## config.mk

```make
export PLATFORM = sky130hd
export DESIGN_NAME = text_console_writer_flat
export DESIGN_NICKNAME = d
export VERILOG_FILES = /design/src/rtl/text_console_writer_if.sv /design/src/rtl/text_console_writer.sv /design/src/flat_wrapper.sv
export SDC_FILE = /design/constraint.sdc
export NUM_CORES = 1
export LEC_CHECK = 0
export ABC_CLOCK_PERIOD_IN_PS = 2800
export CAP_MARGIN = 20
export CORE_MARGIN = 2
export CORE_UTILIZATION = 25
export DETAILED_ROUTE_END_ITERATION = 10
export PLACE_DENSITY = 0.46
export SKIP_CTS_REPAIR_TIMING = 1
export SYNTH_ARGS = -nofsm -noshare
export SYNTH_HDL_FRONTEND = slang
export SYNTH_SLANG_ARGS = --single-unit
```

## constraint.sdc

```tcl
create_clock -name clock -period 2.8 [get_ports clock]
set_input_delay 0.42 -clock clock [delete_from_list [all_inputs] [get_ports clock]]
set_output_delay 0.42 -clock clock [all_outputs]
set_load 0.01 [all_outputs]
```

## src/rtl/text_console_writer_if.sv

```systemverilog
// Console writer bus bundle.
//   CPU side : char_data / char_valid / char_ready handshake, clear_screen pulse.
//   RAM side : ram_address, ram_data_out, ram_write_enable (to text RAM port A),
//              ram_data_in (port A read data, one cycle after the address).
//   Status   : cursor_row, cursor_col.
// The slave modport is the writer engine; master is the CPU/RAM environment.
interface text_console_writer_if #(
  parameter int COLUMNS    = 80,
  parameter int ROWS       = 30,
  parameter int ADDR_WIDTH = $clog2(COLUMNS*ROWS)
);
  localparam int ROW_W = $clog2(ROWS);
  localparam int COL_W = $clog2(COLUMNS);

  logic [6:0]            char_data;
  logic                  char_valid;
  logic                  char_ready;
  logic                  clear_screen;
  logic [ADDR_WIDTH-1:0] ram_address;
  logic [6:0]            ram_data_out;
  logic                  ram_write_enable;
  logic [6:0]            ram_data_in;
  logic [ROW_W-1:0]      cursor_row;
  logic [COL_W-1:0]      cursor_col;

  modport master (
    output char_data, char_valid, clear_screen, ram_data_in,
    input  char_ready, ram_address, ram_data_out, ram_write_enable,
           cursor_row, cursor_col
  );

  modport slave (
    input  char_data, char_valid, clear_screen, ram_data_in,
    output char_ready, ram_address, ram_data_out, ram_write_enable,
           cursor_row, cursor_col
  );
endinterface

```

## src/rtl/text_console_writer.sv

```systemverilog
// Writer-side engine for the GPU text buffer.
// Accepts 7-bit ASCII over a valid/ready handshake, writes glyph codes into the
// text RAM (port A), tracks the cursor, handles LF / CR / BS, scrolls the
// screen up one row on overflow of the last row, and blanks the whole screen
// on a clear_screen request.
// Ports:
//   clock    - system clock, rising edge
//   reset_n  - asynchronous active-low reset
//   bus      - text_console_writer_if.slave (CPU handshake, RAM port A, cursor)
// All outputs are registered.
module text_console_writer #(
  parameter int COLUMNS    = 80,
  parameter int ROWS       = 30,
  parameter int ADDR_WIDTH = $clog2(COLUMNS*ROWS)
) (
  input  logic                 clock,
  input  logic                 reset_n,
  text_console_writer_if.slave bus
);

  localparam int ROW_W = $clog2(ROWS);
  localparam int COL_W = $clog2(COLUMNS);
  localparam int TOTAL = COLUMNS*ROWS;
  // Read pointer runs one past the last address, so it needs an extra bit.
  localparam int PTR_W = ADDR_WIDTH + 1;

  localparam logic [PTR_W-1:0]      TOTAL_P       = PTR_W'(TOTAL);
  localparam logic [PTR_W-1:0]      SECOND_SRC    = PTR_W'(COLUMNS + 1);
  localparam logic [ADDR_WIDTH-1:0] COLS_A        = ADDR_WIDTH'(COLUMNS);
  localparam logic [ADDR_WIDTH-1:0] LAST_ADDR     = ADDR_WIDTH'(TOTAL - 1);
  localparam logic [ADDR_WIDTH-1:0] LAST_ROW_BASE = ADDR_WIDTH'(TOTAL - COLUMNS);
  localparam logic [ROW_W-1:0]      LAST_ROW      = ROW_W'(ROWS - 1);
  localparam logic [COL_W-1:0]      LAST_COL      = COL_W'(COLUMNS - 1);

  localparam logic [6:0] CH_SPACE = 7'h20;
  localparam logic [6:0] CH_LF    = 7'h0A;
  localparam logic [6:0] CH_CR    = 7'h0D;
  localparam logic [6:0] CH_BS    = 7'h08;

  typedef enum logic [2:0] {
    IDLE,
    WRITE,
    SCROLL_READ,
    SCROLL_WRITE,
    CLEAR_ROW,
    CLEAR_ALL
  } state_t;

  state_t                state_q, state_d;
  logic [ROW_W-1:0]      row_q, row_d;
  logic [COL_W-1:0]      col_q, col_d;
  logic [6:0]            char_q, char_d;
  logic [PTR_W-1:0]      rd_ptr_q, rd_ptr_d;
  logic [ADDR_WIDTH-1:0] wr_ptr_q, wr_ptr_d;
  logic [6:0]            hold_q, hold_d;
  logic                  rd_valid_q, rd_valid_d;
  logic                  ready_q, ready_d;
  logic                  we_q, we_d;
  logic [ADDR_WIDTH-1:0] addr_q, addr_d;
  logic [6:0]            wdata_q, wdata_d;

  logic [ADDR_WIDTH-1:0] cursor_addr;
  logic [6:0]            rdata;

  function automatic logic is_printable(input logic [6:0] c);
    return (c >= 7'h20) && (c <= 7'h7E);
  endfunction

  assign cursor_addr = ADDR_WIDTH'(row_q) * COLS_A + ADDR_WIDTH'(col_q);

  // Scroll pipeline: the port carries R0 R1 W0 R2 W1 ... R(n-1) W(n-2) W(n-1).
  // Read data arrives one slot after its read, so whenever the previous slot
  // was a read the fresh RAM data is used and also parked in hold_q for the
  // write that follows the next read.
  assign rdata = rd_valid_q ? bus.ram_data_in : hold_q;

  always_comb begin
    state_d    = state_q;
    row_d      = row_q;
    col_d      = col_q;
    char_d     = char_q;
    rd_ptr_d   = rd_ptr_q;
    wr_ptr_d   = wr_ptr_q;
    hold_d     = rdata;
    rd_valid_d = (state_q == SCROLL_READ);
    ready_d    = 1'b0;
    we_d       = 1'b0;
    addr_d     = addr_q;
    wdata_d    = wdata_q;

    unique case (state_q)
      IDLE: begin
        ready_d = 1'b1;
        if (bus.clear_screen) begin
          // Clear has priority; a simultaneous character stays pending.
          ready_d = 1'b0;
          state_d = CLEAR_ALL;
          row_d   = '0;
          col_d   = '0;
          we_d    = 1'b1;
          addr_d  = '0;
          wdata_d = CH_SPACE;
        end else if (bus.char_valid && ready_q) begin
          ready_d = 1'b0;
          char_d  = bus.char_data;
          if (bus.char_data == CH_LF && row_q == LAST_ROW) begin
            // Newline on the last row goes straight into the scroll.
            state_d  = SCROLL_READ;
            row_d    = LAST_ROW;
            col_d    = '0;
            addr_d   = COLS_A;
            rd_ptr_d = SECOND_SRC;
            wr_ptr_d = '0;
          end else begin
            state_d = WRITE;
            if (is_printable(bus.char_data)) begin
              we_d    = 1'b1;
              addr_d  = cursor_addr;
              wdata_d = bus.char_data;
            end else if (bus.char_data == CH_BS && col_q != '0) begin
              we_d    = 1'b1;
              addr_d  = cursor_addr - ADDR_WIDTH'(1);
              wdata_d = CH_SPACE;
            end
          end
        end
      end

      WRITE: begin
        // The RAM write (if any) is on the port this cycle; move the cursor.
        state_d = IDLE;
        ready_d = 1'b1;
        if (is_printable(char_q)) begin
          if (col_q == LAST_COL) begin
            col_d = '0;
            if (row_q == LAST_ROW) begin
              ready_d  = 1'b0;
              state_d  = SCROLL_READ;
              addr_d   = COLS_A;
              rd_ptr_d = SECOND_SRC;
              wr_ptr_d = '0;
            end else begin
              row_d = row_q + ROW_W'(1);
            end
          end else begin
            col_d = col_q + COL_W'(1);
          end
        end else if (char_q == CH_LF) begin
          col_d = '0;
          if (row_q == LAST_ROW) begin
            ready_d  = 1'b0;
            state_d  = SCROLL_READ;
            addr_d   = COLS_A;
            rd_ptr_d = SECOND_SRC;
            wr_ptr_d = '0;
          end else begin
            row_d = row_q + ROW_W'(1);
          end
        end else if (char_q == CH_CR) begin
          col_d = '0;
        end else if (char_q == CH_BS && col_q != '0) begin
          col_d = col_q - COL_W'(1);
        end
      end

      SCROLL_READ: begin
        if (rd_ptr_q == SECOND_SRC) begin
          // Second read is issued back-to-back to prime the pipeline.
          addr_d   = rd_ptr_q[ADDR_WIDTH-1:0];
          rd_ptr_d = rd_ptr_q + PTR_W'(1);
        end else begin
          state_d  = SCROLL_WRITE;
          we_d     = 1'b1;
          addr_d   = wr_ptr_q;
          wdata_d  = rdata;
          wr_ptr_d = wr_ptr_q + ADDR_WIDTH'(1);
        end
      end

      SCROLL_WRITE: begin
        if (wr_ptr_q == LAST_ROW_BASE) begin
          state_d = CLEAR_ROW;
          we_d    = 1'b1;
          addr_d  = LAST_ROW_BASE;
          wdata_d = CH_SPACE;
        end else if (rd_ptr_q == TOTAL_P) begin
          // All sources read: the final copy follows immediately.
          we_d     = 1'b1;
          addr_d   = wr_ptr_q;
          wdata_d  = rdata;
          wr_ptr_d = wr_ptr_q + ADDR_WIDTH'(1);
        end else begin
          state_d  = SCROLL_READ;
          addr_d   = rd_ptr_q[ADDR_WIDTH-1:0];
          rd_ptr_d = rd_ptr_q + PTR_W'(1);
        end
      end

      CLEAR_ROW, CLEAR_ALL: begin
        if (addr_q == LAST_ADDR) begin
          state_d = IDLE;
          ready_d = 1'b1;
        end else begin
          we_d    = 1'b1;
          addr_d  = addr_q + ADDR_WIDTH'(1);
          wdata_d = CH_SPACE;
        end
      end

      default: begin
        state_d = IDLE;
      end
    endcase
  end

  always_ff @(posedge clock or negedge reset_n) begin
    if (!reset_n) begin
      state_q    <= IDLE;
      row_q      <= '0;
      col_q      <= '0;
      char_q     <= '0;
      rd_ptr_q   <= '0;
      wr_ptr_q   <= '0;
      hold_q     <= '0;
      rd_valid_q <= 1'b0;
      ready_q    <= 1'b0;
      we_q       <= 1'b0;
      addr_q     <= '0;
      wdata_q    <= '0;
    end else begin
      state_q    <= state_d;
      row_q      <= row_d;
      col_q      <= col_d;
      char_q     <= char_d;
      rd_ptr_q   <= rd_ptr_d;
      wr_ptr_q   <= wr_ptr_d;
      hold_q     <= hold_d;
      rd_valid_q <= rd_valid_d;
      ready_q    <= ready_d;
      we_q       <= we_d;
      addr_q     <= addr_d;
      wdata_q    <= wdata_d;
    end
  end

  assign bus.char_ready       = ready_q;
  assign bus.ram_write_enable = we_q;
  assign bus.ram_address      = addr_q;
  assign bus.ram_data_out     = wdata_q;
  assign bus.cursor_row       = row_q;
  assign bus.cursor_col       = col_q;

endmodule

```

## src/flat_wrapper.sv

```systemverilog
// flat-port wrapper written by rule: the top's interface ports become plain ports
module text_console_writer_flat 
#(
  parameter int COLUMNS    = 80,
  parameter int ROWS       = 30,
  parameter int ADDR_WIDTH = $clog2(COLUMNS*ROWS)
)
  (clock, reset_n, bus_char_data, bus_char_valid, bus_clear_screen, bus_ram_data_in, bus_char_ready, bus_ram_address, bus_ram_data_out, bus_ram_write_enable, bus_cursor_row, bus_cursor_col);
  text_console_writer_if #(.COLUMNS(COLUMNS), .ROWS(ROWS), .ADDR_WIDTH(ADDR_WIDTH)) bus_i ();
  input  logic clock;
  input  logic reset_n;
  input wire logic [$bits(bus_i.char_data)-1:0] bus_char_data;
  input wire logic [$bits(bus_i.char_valid)-1:0] bus_char_valid;
  input wire logic [$bits(bus_i.clear_screen)-1:0] bus_clear_screen;
  input wire logic [$bits(bus_i.ram_data_in)-1:0] bus_ram_data_in;
  output wire logic [$bits(bus_i.char_ready)-1:0] bus_char_ready;
  output wire logic [$bits(bus_i.ram_address)-1:0] bus_ram_address;
  output wire logic [$bits(bus_i.ram_data_out)-1:0] bus_ram_data_out;
  output wire logic [$bits(bus_i.ram_write_enable)-1:0] bus_ram_write_enable;
  output wire logic [$bits(bus_i.cursor_row)-1:0] bus_cursor_row;
  output wire logic [$bits(bus_i.cursor_col)-1:0] bus_cursor_col;
  assign bus_i.char_data = bus_char_data;
  assign bus_i.char_valid = bus_char_valid;
  assign bus_i.clear_screen = bus_clear_screen;
  assign bus_i.ram_data_in = bus_ram_data_in;
  assign bus_char_ready = bus_i.char_ready;
  assign bus_ram_address = bus_i.ram_address;
  assign bus_ram_data_out = bus_i.ram_data_out;
  assign bus_ram_write_enable = bus_i.ram_write_enable;
  assign bus_cursor_row = bus_i.cursor_row;
  assign bus_cursor_col = bus_i.cursor_col;
  text_console_writer #(.COLUMNS(COLUMNS), .ROWS(ROWS), .ADDR_WIDTH(ADDR_WIDTH)) u_core (.clock(clock), .reset_n(reset_n), .bus(bus_i));
endmodule
```

==> summary.md <==
| Metric | Value |
|---|---|
| Register area share after synthesis | 36.1% |
| Max incr delay on CP | 600 ps |
| Count leader, synth | dfrtp_1 |
| HP Class | primary input to asynchronous set/reset pin |
| Layout cells sized above 1 | 21.7% |
| Fin crit period | 2710 ps |
| Status | finished clean |
| CTS tree | yes |
| Cell taking the most area after synthesis | dfrtp_1 |
| Synth cell types | 79 |
| Post-Layout Cell Count | 965 |
| Placed cell area | 6530 um2 |
| # port buffers | 50 |
| Setup WS post-layout | 86.6 ps |
| Crit path capture type | flop |
| Number of buffers created by CTS | 9 |
| Total Routing Usage GR | 15.3% |
| Fillers | 2184 |
| Relative slew slack | 56.4% |
| Core Area | 20800 um2 |
| RSZ-0062 raised after global routing | true |
| Max FO, Critical Path | 6 |
| Iter 0 DRT Violations | 245 |
| Setup violations, final | 0 |
| Power per cell area | 636 nW/um2 |
| Via Count | 4864 |
| Worst clock skew | 10.7 ps |
| First-pass GRT wire length | 26700 um |
| Die area | 22200 um2 |
| Worst Setup Path Type | flop to flop |
| Via density | 5.04 |
| I/O Pins | 51 |
| Worst skew pair latency | 350 ps |
| Fmax | 369 MHz |
| R2r setup slk | 90 ps |
| Synth Warn # | 0 |
| Cell Rows | 53 |
| Root buffer cell | clkbuf_16 |
| Final #Nets | 726 |
| Area growth from synthesis to layout | 33.0% |
| Initial Util | 25.3% |
| Power consumption | 4450 uW |
| Ant diodes | 0 |
| Ys flop type | dfrtp_1 |
| FF+latch count, synth | 76 |
| Drt wl/cell | 17.0 um |
| HPWL after DPL | 12600 um |
| Final worst-path cycle share | 96.9% |
| Worst VDD drop | 0.309 mV |
| P_leak | 0.00294 uW |
| Slew @ Worst Pin | 653 ps |
| Global route overflow | 0 |
| Post-synth top cells | dfrtp_1 (76), nand2_1 (51), nor2_1 (50), o21ai_0 (36), xnor2_1 (33) |
| Htree depth | 3 |
| Crit path DAT | 2950 ps |
| Cell Chain, Critical Path | or4b_4, or4_4, o22ai_2, nor2b_2, a221oi_1, o21ai_0, mux2_2 |
| Core Util, Final | 33.6% |
| Synthesized instance count | 578 |
| WP data required | 3040 ps |
| Largest net degree at the start of global routing | 51 |
| Pre-antenna DRT Iters | 5 |
| Finished layout cell area | 7000 um2 |
| Die boundary height | 149 um |
| DRC violations left | 0 |
| Syn nets | 619 |
| DRT antenna net count | 0 |
| Placed Instances | 947 |
| Count of final hold-check violations | 0 |
| Clock transition at the registers of the reported paths | 70 ps |
| Total of max-cap violations | 0 |
| Max-slew violations | 0 |
| Slowest cell on the critical path | or4_4 |
| Pre-CTS setup slack | -204 ps |
| Synth Cell Area | 5270 um2 |
| Syn avg cell area | 9.11 um2 |
| Ranking of synthesized cells by area | dfrtp_1 (36%), xnor2_1 (5.5%), ha_1 (5.0%) |
| Vias in the first global route | 4873 |
| Post-synth ARST share | 100% |
| Die Wd | 149 um |
| Clock buffer depth | 2 |
| Startpoint types | flop |
| GP Congestion | 0.878 |
| Yosys top cell area share | 36.1% |
| Initial antenna violation count | 0 |
| DRT Wirelength | 16400 um |
| Post-synth EDFFs | 0 |
| CTS sink cnt | 76 |
## power by group
part / internal (uW) / switching (uW)
logic: 738 / 857
clock network: 874 / 505
registers: 1240 / 233
## cells in the final DEF, fill, tap and decap left out, types with 4 or more instances in the layout
cell              n
and3_1            7
nor4_1            6
buf_4            72
nor2_1           49
clkdlybuf4s50_1  49
nand3_1          24
inv_1            16
a211oi_1          5
nand2b_1          6
clkbuf_16         9
a21oi_1          18
nor3_1           22
dfrtp_1          74
mux2i_1           5
or3_1             7
ha_1             18
nand4_1          14
o21ai_1           5
a221oi_1          5
a31oi_1           8
o31ai_1           7
a21o_1            7
mux2_2           18
nand2_1          51
xnor2_1          33
or2_2             4
o211ai_1          5
a22oi_1           5
xor2_1            7
nor2b_1           8
nor3b_1           5
o21ai_0          33
## metal layers
layer / global-route usage (%) / share of wire, % / up-vias
li1: - / - / 2344
met1: 21.9 / 48 / 2384
met4: 5.52 / 2.0 / 0
met3: 2.51 / 4.9 / 19
met2: 23.1 / 45 / 117
met5: 0 / 0 / -
## registers in the layout, summed over array words and instances, names as in the netlist
| signal | count |
|---|---|
| u_core.rd_valid_q | 1 |
| u_core.char_q | 7 |
| u_core.bus.ram_data_out | 7 |
| u_core.bus.cursor_row | 5 |
| u_core.bus.ram_write_enable | 1 |
| u_core.bus.ram_address | 12 |
| u_core.bus.cursor_col | 7 |
| u_core.bus.char_ready | 1 |
| u_core.rd_ptr_q | 13 |
| u_core.state_q | 3 |
| u_core.hold_q | 7 |
| u_core.wr_ptr_q | 12 |
## per-stage QoR
step | hold slack [ps] | setup TNS [ps]
detailed placement | 398 | -3480
floorplan | 124 | 0
global placement | 397 | -4040
CTS | 24.5 | -230
global route | 35.6 | -17.2
finish | 10.5 | 0
## final timing paths
kind                                              end                        from  depth (start not counted)
setup / recovery            u_core.bus.ram_address[2]          u_core.rd_ptr_q[7]                          7
min in group clock         u_core.bus.ram_data_out[3]  u_core.bus.ram_data_out[3]                          2
hold reg to reg            u_core.bus.ram_data_out[3]  u_core.bus.ram_data_out[3]                          2
hold / removal              u_core.bus.ram_address[8]                     reset_n                          1
setup reg to reg            u_core.bus.ram_address[2]          u_core.rd_ptr_q[7]                          7
max in group asynchronous            u_core.char_q[1]                     reset_n                          2
## critical path, delay by kind of cell (launching register included)
family | cells | cell delay, ps
DFF | 1 | 380
AOI/OAI and AO/OA | 3 | 670
and+or+nand+nor | 3 | 1270
muxes | 1 | 290
## logic make-up after synthesis
family | after synthesis | share of synthesized area (%)
AO/OA/AOI/OAI | 128 | 16.3
XOR/XNOR | 41 | 6.82
adder cells (fa/ha/maj) | 23 | 5.75
buffers and inverters | 44 | 4.49
flip-flops | 76 | 36.1
multiplexers | 24 | 5.23
AND/OR/NAND/NOR | 242 | 25.3
## layout make-up
class | count | area [um2] | area share [%]
Tap cell | 275 | 344 | 4.92
Clock buffer | 10 | 229 | 3.27
Sequential cell | 76 | 1900 | 27.2
Clock inverter | 6 | 111 | 1.59
Inverter | 16 | 60.1 | 0.858
Timing Repair Buffer | 124 | 1080 | 15.5
Multi-Input combinational cell | 458 | 3270 | 46.7
(Power assumes the default switching activity.)
